**src/rtl/mmu_memport_arbiter.sv**
```systemverilog
// mmu_memport_arbiter
// Shares one memory port between the instruction-side (requester 0) and
// data-side (requester 1) MMU interfaces. A one-entry stage register feeds
// the memory request bus. An in-order tag queue records the owner of every
// outstanding read so that each response is routed back to the requester
// that issued it.
//
// Build option:
//   MIST1032ISA_MEMARB_FIXED_PRIORITY_EN  defined   -> requester 0 always wins
//                                         undefined -> round-robin arbitration
module mmu_memport_arbiter #(
  parameter int P_QUEUE_DEPTH   = 16,
  parameter int P_QUEUE_DEPTH_N = 4
) (
  input  logic        iCLOCK,
  input  logic        inRESET,
  // requester 0 (instruction side)
  input  logic        iREQ0_REQ,
  output logic        oREQ0_LOCK,
  input  logic [1:0]  iREQ0_ORDER,
  input  logic [3:0]  iREQ0_MASK,
  input  logic        iREQ0_RW,
  input  logic [31:0] iREQ0_ADDR,
  input  logic [31:0] iREQ0_DATA,
  output logic        oREQ0_VALID,
  input  logic        iREQ0_LOCK,
  output logic [63:0] oREQ0_DATA,
  output logic        oREQ0_STORE_ACK,
  // requester 1 (data side)
  input  logic        iREQ1_REQ,
  output logic        oREQ1_LOCK,
  input  logic [1:0]  iREQ1_ORDER,
  input  logic [3:0]  iREQ1_MASK,
  input  logic        iREQ1_RW,
  input  logic [31:0] iREQ1_ADDR,
  input  logic [31:0] iREQ1_DATA,
  output logic        oREQ1_VALID,
  input  logic        iREQ1_LOCK,
  output logic [63:0] oREQ1_DATA,
  output logic        oREQ1_STORE_ACK,
  // memory port
  output logic        oMEMORY_REQ,
  output logic [1:0]  oMEMORY_ORDER,
  output logic [3:0]  oMEMORY_MASK,
  output logic        oMEMORY_RW,
  output logic [31:0] oMEMORY_ADDR,
  output logic [31:0] oMEMORY_DATA,
  input  logic        iMEMORY_LOCK,
  input  logic        iMEMORY_REQ,
  output logic        oMEMORY_LOCK,
  input  logic [63:0] iMEMORY_DATA
);

  localparam int CW  = P_QUEUE_DEPTH_N + 1;  // count width, holds 0..DEPTH
  localparam int OW  = P_QUEUE_DEPTH_N + 2;  // headroom for credit arithmetic

  // stage register
  logic        stage_valid_q, stage_valid_d;
  logic        stage_owner_q, stage_owner_d;
  logic [1:0]  stage_order_q, stage_order_d;
  logic [3:0]  stage_mask_q,  stage_mask_d;
  logic        stage_rw_q,    stage_rw_d;
  logic [31:0] stage_addr_q,  stage_addr_d;
  logic [31:0] stage_data_q,  stage_data_d;

  // tag queue
  logic [P_QUEUE_DEPTH-1:0]   tag_q,    tag_d;
  logic [P_QUEUE_DEPTH_N-1:0] rd_ptr_q, rd_ptr_d;
  logic [P_QUEUE_DEPTH_N-1:0] wr_ptr_q, wr_ptr_d;
  logic [CW-1:0]              count_q,  count_d;

  // arbitration
  logic          prio;
  logic          accept, stage_free, q_empty, head, head_lock;
  logic          push, pop, read_ok;
  logic          elig0, elig1, gnt0, gnt1, load;
  logic [OW-1:0] outstanding_next;

`ifdef MIST1032ISA_MEMARB_FIXED_PRIORITY_EN
  assign prio = 1'b0;
`else
  logic prio_q, prio_d;
  assign prio = prio_q;
`endif

  // Handshake, credit and grant decisions for this cycle
  always_comb begin
    accept     = stage_valid_q && !iMEMORY_LOCK;
    stage_free = !stage_valid_q || accept;
    q_empty    = (count_q == '0);
    head       = tag_q[rd_ptr_q];
    head_lock  = head ? iREQ1_LOCK : iREQ0_LOCK;
    pop        = iMEMORY_REQ && !q_empty && !head_lock;
    push       = accept && !stage_rw_q;
    // When the stage is free, a staged read (if any) is moving into the queue
    // this cycle, so outstanding reads after this cycle are count + push - pop.
    outstanding_next = OW'(count_q) + OW'(push) - OW'(pop);
    read_ok    = (outstanding_next < OW'(P_QUEUE_DEPTH));
    elig0      = iREQ0_REQ && (iREQ0_RW || read_ok);
    elig1      = iREQ1_REQ && (iREQ1_RW || read_ok);
    gnt0       = elig0 && (!prio || !elig1);
    gnt1       = elig1 && ( prio || !elig0);
    load       = stage_free && (gnt0 || gnt1);
  end

  // Next state of the stage register: load the winner, else drain or hold
  always_comb begin
    stage_valid_d = stage_valid_q;
    stage_owner_d = stage_owner_q;
    stage_order_d = stage_order_q;
    stage_mask_d  = stage_mask_q;
    stage_rw_d    = stage_rw_q;
    stage_addr_d  = stage_addr_q;
    stage_data_d  = stage_data_q;
    if (load) begin
      stage_valid_d = 1'b1;
      stage_owner_d = gnt1;
      stage_order_d = gnt1 ? iREQ1_ORDER : iREQ0_ORDER;
      stage_mask_d  = gnt1 ? iREQ1_MASK  : iREQ0_MASK;
      stage_rw_d    = gnt1 ? iREQ1_RW    : iREQ0_RW;
      stage_addr_d  = gnt1 ? iREQ1_ADDR  : iREQ0_ADDR;
      stage_data_d  = gnt1 ? iREQ1_DATA  : iREQ0_DATA;
    end else if (accept) begin
      stage_valid_d = 1'b0;
    end
  end

  // Next state of the tag queue: push read owners on accept, pop on delivery
  always_comb begin
    tag_d = tag_q;
    if (push) tag_d[wr_ptr_q] = stage_owner_q;
    wr_ptr_d = wr_ptr_q + P_QUEUE_DEPTH_N'(push);
    rd_ptr_d = rd_ptr_q + P_QUEUE_DEPTH_N'(pop);
    count_d  = count_q + CW'(push) - CW'(pop);
  end

  // Stage register flops
  always_ff @(posedge iCLOCK or negedge inRESET) begin
    if (!inRESET) begin
      stage_valid_q <= 1'b0;
      stage_owner_q <= 1'b0;
      stage_order_q <= '0;
      stage_mask_q  <= '0;
      stage_rw_q    <= 1'b0;
      stage_addr_q  <= '0;
      stage_data_q  <= '0;
    end else begin
      stage_valid_q <= stage_valid_d;
      stage_owner_q <= stage_owner_d;
      stage_order_q <= stage_order_d;
      stage_mask_q  <= stage_mask_d;
      stage_rw_q    <= stage_rw_d;
      stage_addr_q  <= stage_addr_d;
      stage_data_q  <= stage_data_d;
    end
  end

  // Tag queue flops
  always_ff @(posedge iCLOCK or negedge inRESET) begin
    if (!inRESET) begin
      tag_q    <= '0;
      rd_ptr_q <= '0;
      wr_ptr_q <= '0;
      count_q  <= '0;
    end else begin
      tag_q    <= tag_d;
      rd_ptr_q <= rd_ptr_d;
      wr_ptr_q <= wr_ptr_d;
      count_q  <= count_d;
    end
  end

`ifndef MIST1032ISA_MEMARB_FIXED_PRIORITY_EN
  // Round-robin pointer: the loser of the last load gets priority next
  always_comb begin
    prio_d = load ? !gnt1 : prio_q;
  end

  // Round-robin pointer flop
  always_ff @(posedge iCLOCK or negedge inRESET) begin
    if (!inRESET) prio_q <= 1'b0;
    else          prio_q <= prio_d;
  end
`endif

  // Memory request bus comes straight from the stage
  assign oMEMORY_REQ   = stage_valid_q;
  assign oMEMORY_ORDER = stage_order_q;
  assign oMEMORY_MASK  = stage_mask_q;
  assign oMEMORY_RW    = stage_rw_q;
  assign oMEMORY_ADDR  = stage_addr_q;
  assign oMEMORY_DATA  = stage_data_q;

  // A requester that is not asking is not held off while the stage is free,
  // so an idle arbiter shows LOCK low on both sides.
  assign oREQ0_LOCK = !stage_free || (iREQ0_REQ && !gnt0);
  assign oREQ1_LOCK = !stage_free || (iREQ1_REQ && !gnt1);

  assign oREQ0_STORE_ACK = accept && stage_rw_q && !stage_owner_q;
  assign oREQ1_STORE_ACK = accept && stage_rw_q &&  stage_owner_q;

  // Response steering by head tag; spurious responses on an empty queue vanish
  assign oREQ0_VALID  = iMEMORY_REQ && !q_empty && !head && !iREQ0_LOCK;
  assign oREQ1_VALID  = iMEMORY_REQ && !q_empty &&  head && !iREQ1_LOCK;
  assign oREQ0_DATA   = iMEMORY_DATA;
  assign oREQ1_DATA   = iMEMORY_DATA;
  assign oMEMORY_LOCK = !q_empty && head_lock;

endmodule

```
**config.mk**
```make
export PLATFORM = sky130hd
export DESIGN_NAME = mmu_memport_arbiter
export DESIGN_NICKNAME = d
export VERILOG_FILES = /design/src/rtl/mmu_memport_arbiter.sv
export SDC_FILE = /design/constraint.sdc
export NUM_CORES = 1
export LEC_CHECK = 0
export ABC_AREA = 1
export BUFFER_PORTS_ARGS = -buffer_cell sky130_fd_sc_hd__buf_2
export CORE_AREA = 2 2 165 167
export CTS_CLUSTER_DIAMETER = 50
export CTS_CLUSTER_SIZE = 12
export DETAILED_ROUTE_END_ITERATION = 16
export DIE_AREA = 0 0 167 169
export GPL_TIMING_DRIVEN = 0
export SYNTH_ARGS = -nofsm -noshare
export SYNTH_HDL_FRONTEND = slang
export SYNTH_SLANG_ARGS = --single-unit
```
**constraint.sdc**
```tcl
create_clock -name iCLOCK -period 4.7 [get_ports iCLOCK]
set_input_delay 0.94 -clock iCLOCK [delete_from_list [all_inputs] [get_ports iCLOCK]]
set_output_delay 0.94 -clock iCLOCK [all_outputs]
set_load 0.02 [all_outputs]
```
==> results_dict.tcl <==
set metrics [dict create \
    status "finished, final reports clean" \
    ctsHoldBuffers 0 \
    grt_pass1_vias 6385 \
    r2r_cells 25 \
    crit_top_cell "nand2_2" \
    hold_ws_ns 0.477 \
    syn_area_per_cell_sq_um 7.04 \
    cpPeakStageDelay_ns 0.42 \
    numCtsBuffers 9 \
    drc 0 \
    end_kind "output port" \
    dp_slack_ns -0.761 \
    setup_viol 0 \
    critPathLaunchType "flop" \
    crit_path_max_fanout 10 \
    synth_cell_types 22 \
    hp-class "reg -> reg" \
    cp_slowest_cell "dfrtp_1" \
    final_util_pct 36.0 \
    die_w_um 167 \
    die_y_um 169 \
    dp.final_hpwl_um 18100 \
    track_usage_pct 15.9 \
    synth_seq_area_share_pct 38.4 \
    r2r-end "oMEMORY_DATA[7]$_DFFE_PN0P_" \
    power_leakage_nw 5.89 \
    cts_tree "done" \
    grt_max_degree 61 \
    cts.clk_slew.worst_paths_ns 0.08 \
    wl_per_cell_um 14.0 \
    worstPathRequired_ns 3.76 \
    via_per_inst 4.18 \
    die_area_sq_um 28200 \
    io_buffers 356 \
    initial_core_util_pct 25.3 \
    finalSetupTns_ns 0 \
    htree_levels 3 \
    antenna_found_initial 0 \
    fin_nets 1564 \
    synth_warnings 0 \
    min_from "oMEMORY_ADDR[20]$_DFFE_PN0P_" \
    ant_nets 0 \
    max_cap_violations 0 \
    coreArea_sq_um 26500 \
    drive_gt1_share_pct 42.3 \
    slew_headroom_pct 42.3 \
    min_period_ns 4.47 \
    routed_wl_um 23700 \
    syn_nets 1177 \
    grt-ovfl-total 0 \
    p_per_area_nw_per_um2 611 \
    hold_viol_final 0 \
    critPathBufInv 5 \
    gp_congestion 0.832 \
    worstPathCellList "buf_6, o21ai_0, a21oi_1, o21ai_2, nand4_1, nand2_2, inv_2, nand2_2, nand2_1, ha_2, fa_2, nand3_2, nand4_1, nand2_2, nand3_4, a21oi_4, buf_6, nand2_8, inv_2, o21ai_1, buf_4" \
    diodes 0 \
    cp.arrival_ns 3.53 \
    grt_pass1_wl_um 35200 \
    rows 60 \
    ioPinCount 421 \
    period_share_pct 95.0 \
    area_growth_pct 42.2 \
    cts_root_buffer "clkbuf_16" \
    max_slew.worst_pin.slew_ns 0.859 \
    fmax_mhz 224 \
    synth_area_sq_um 6710 \
    reg2reg_from "rd_ptr_q[0]$_DFF_PN0_" \
    r2r_slack_ns 0.83 \
    fill_cells 2875 \
    min_path_cells 2 \
    irDropWorstVdd_uv 279 \
    whs_endpoint "oMEMORY_ADDR[20]$_DFFE_PN0P_" \
    finalWorstSetupSlack_ns 0.234 \
    synthCells 953 \
    first_pass_iters 5 \
    worstSetupPathType "reg -> out" \
    clk_latency_ns 0.35 \
    slew_violations 0 \
    crit_family "simple AND/OR/NAND/NOR gates" \
    finClkSkew_ns 0.0123 \
    ys_seq_elements 103 \
    drt_iter0_markers 283 \
    clockBufferDepth 2 \
    cts.sinks 103 \
    vias 7050 \
]
state kept, by name, summed over array words and instances (netlist names):
| register | cells |
|---|---|
| count_q | 5 |
| wr_ptr_q | 4 |
| oMEMORY_REQ | 1 |
| stage_owner_q | 1 |
| oMEMORY_ORDER | 2 |
| oMEMORY_ADDR | 32 |
| oMEMORY_MASK | 4 |
| prio | 1 |
| oMEMORY_RW | 1 |
| tag_q | 16 |
| oMEMORY_DATA | 32 |
| rd_ptr_q | 4 |
worst min-delay path, cell delays in order (launching register included):
cell and delay, ns:
dfrtp_1 0.34, nand2_1 0.05, nand2_1 0.05
cell type report:
| cell class | count | area, sq um | area share [%] |
|---|---|---|---|
| Clock inverter | 6 | 77.6 | 0.813 |
| Buffer | 166 | 1180 | 12.4 |
| Inverter | 177 | 664 | 6.96 |
| Sequential cell | 103 | 2580 | 27.0 |
| Multi-Input combinational cell | 507 | 2430 | 25.4 |
| Timing Repair Buffer | 376 | 1960 | 20.6 |
| Clock buffer | 9 | 225 | 2.36 |
| Tap cell | 341 | 427 | 4.47 |
what timing repair did:
action                                 in CTS  in global routing
pin swaps                                   5                 10
setup endpoints to repair                   2                  2
setup buffers                              10                  9
gates resized for setup                    19                 26
endpoints found under the hold margin       0                  0
synth_stat cells:
master | instances | area (sq um)
a31oi_1 | 14 | 87.6
nand3_1 | 154 | 771
inv_1 | 175 | 657
clkbuf_1 | 18 | 67.6
nand2_2 | 2 | 12.5
xor2_1 | 5 | 43.8
buf_2 | 18 | 90.1
fa_1 | 1 | 20.0
a21oi_4 | 1 | 16.3
o211ai_1 | 1 | 7.51
buf_4 | 130 | 976
a21oi_1 | 20 | 100
nor3_1 | 3 | 15.0
nand3_2 | 2 | 20.0
ha_1 | 9 | 113
dfrtp_1 | 103 | 2580
o21ai_0 | 10 | 50.1
inv_2 | 2 | 7.51
o21ai_1 | 1 | 5.00
nor2_1 | 23 | 86.3
nand4_1 | 4 | 25.0
nand2_1 | 257 | 965
logic make-up after synthesis:
kind of cell,share of synthesized area (%)
compound gates,3.97
xor+xnor,0.652
buf+inv,26.8
flops,38.4
fa+ha+maj,1.98
simple gates,28.2
stage by stage:
step,total power (W),std cells,area [sq um]
floorplan,0.00369,953,6710
global placement,0.00473,1650,8920
detailed placement,0.00479,1651,8950
CTS,0.00577,1676,9410
global route,0.00634,1685,9550
finish,0.00584,1685,9550
worst max-delay path by stage:
| stage | start | end | slack, ns | cells after the start |
|---|---|---|---|---|
| finish | rd_ptr_q[0]$_DFF_PN0_ | oREQ1_LOCK | 0.23 | 21 |
| CTS | rd_ptr_q[0]$_DFF_PN0_ | oREQ1_LOCK | 0.001 | 21 |
| global placement | iMEMORY_LOCK | oREQ0_LOCK | -0.72 | 18 |
| detailed placement | iMEMORY_LOCK | oREQ0_LOCK | -0.76 | 20 |
| global route | rd_ptr_q[1]$_DFF_PN0_ | oREQ1_LOCK | -0.03 | 23 |
| floorplan | iMEMORY_LOCK | oREQ1_LOCK | 0.34 | 17 |
per-layer routing:
layer	part of all wire (%)	global-route usage (%)	wire length, um	up-vias
li1	-	-	-	3547
met1	43	20.7	10200	3255
met2	50	27.2	11800	227
met3	5.0	2.69	1190	21
met4	1.7	4.31	394	0
met5	0	0	0	-
layout by cell type (no fill, tap or decap), types with 3 or more instances in the layout:
cell type,netlist,layout
a21oi_1,20,20
a31oi_1,14,14
buf_2,18,371
buf_4,130,149
buf_6,0,3
clkbuf_1,18,16
clkbuf_16,0,11
dfrtp_1,103,101
ha_1,9,8
inv_1,175,172
inv_2,2,5
nand2_1,257,250
nand2_2,2,8
nand3_1,154,152
nand4_1,4,4
nor2_1,23,20
o21ai_0,10,5
o21ai_1,1,5
xor2_1,5,5
where the power goes:
group          total (W)  switching, W  internal, W
Clock           0.000800      0.000378     0.000422
Combinational    0.00341       0.00222      0.00120
Sequential       0.00163      0.000285      0.00134
No activity file was read; power rests on OpenSTA's default activity.
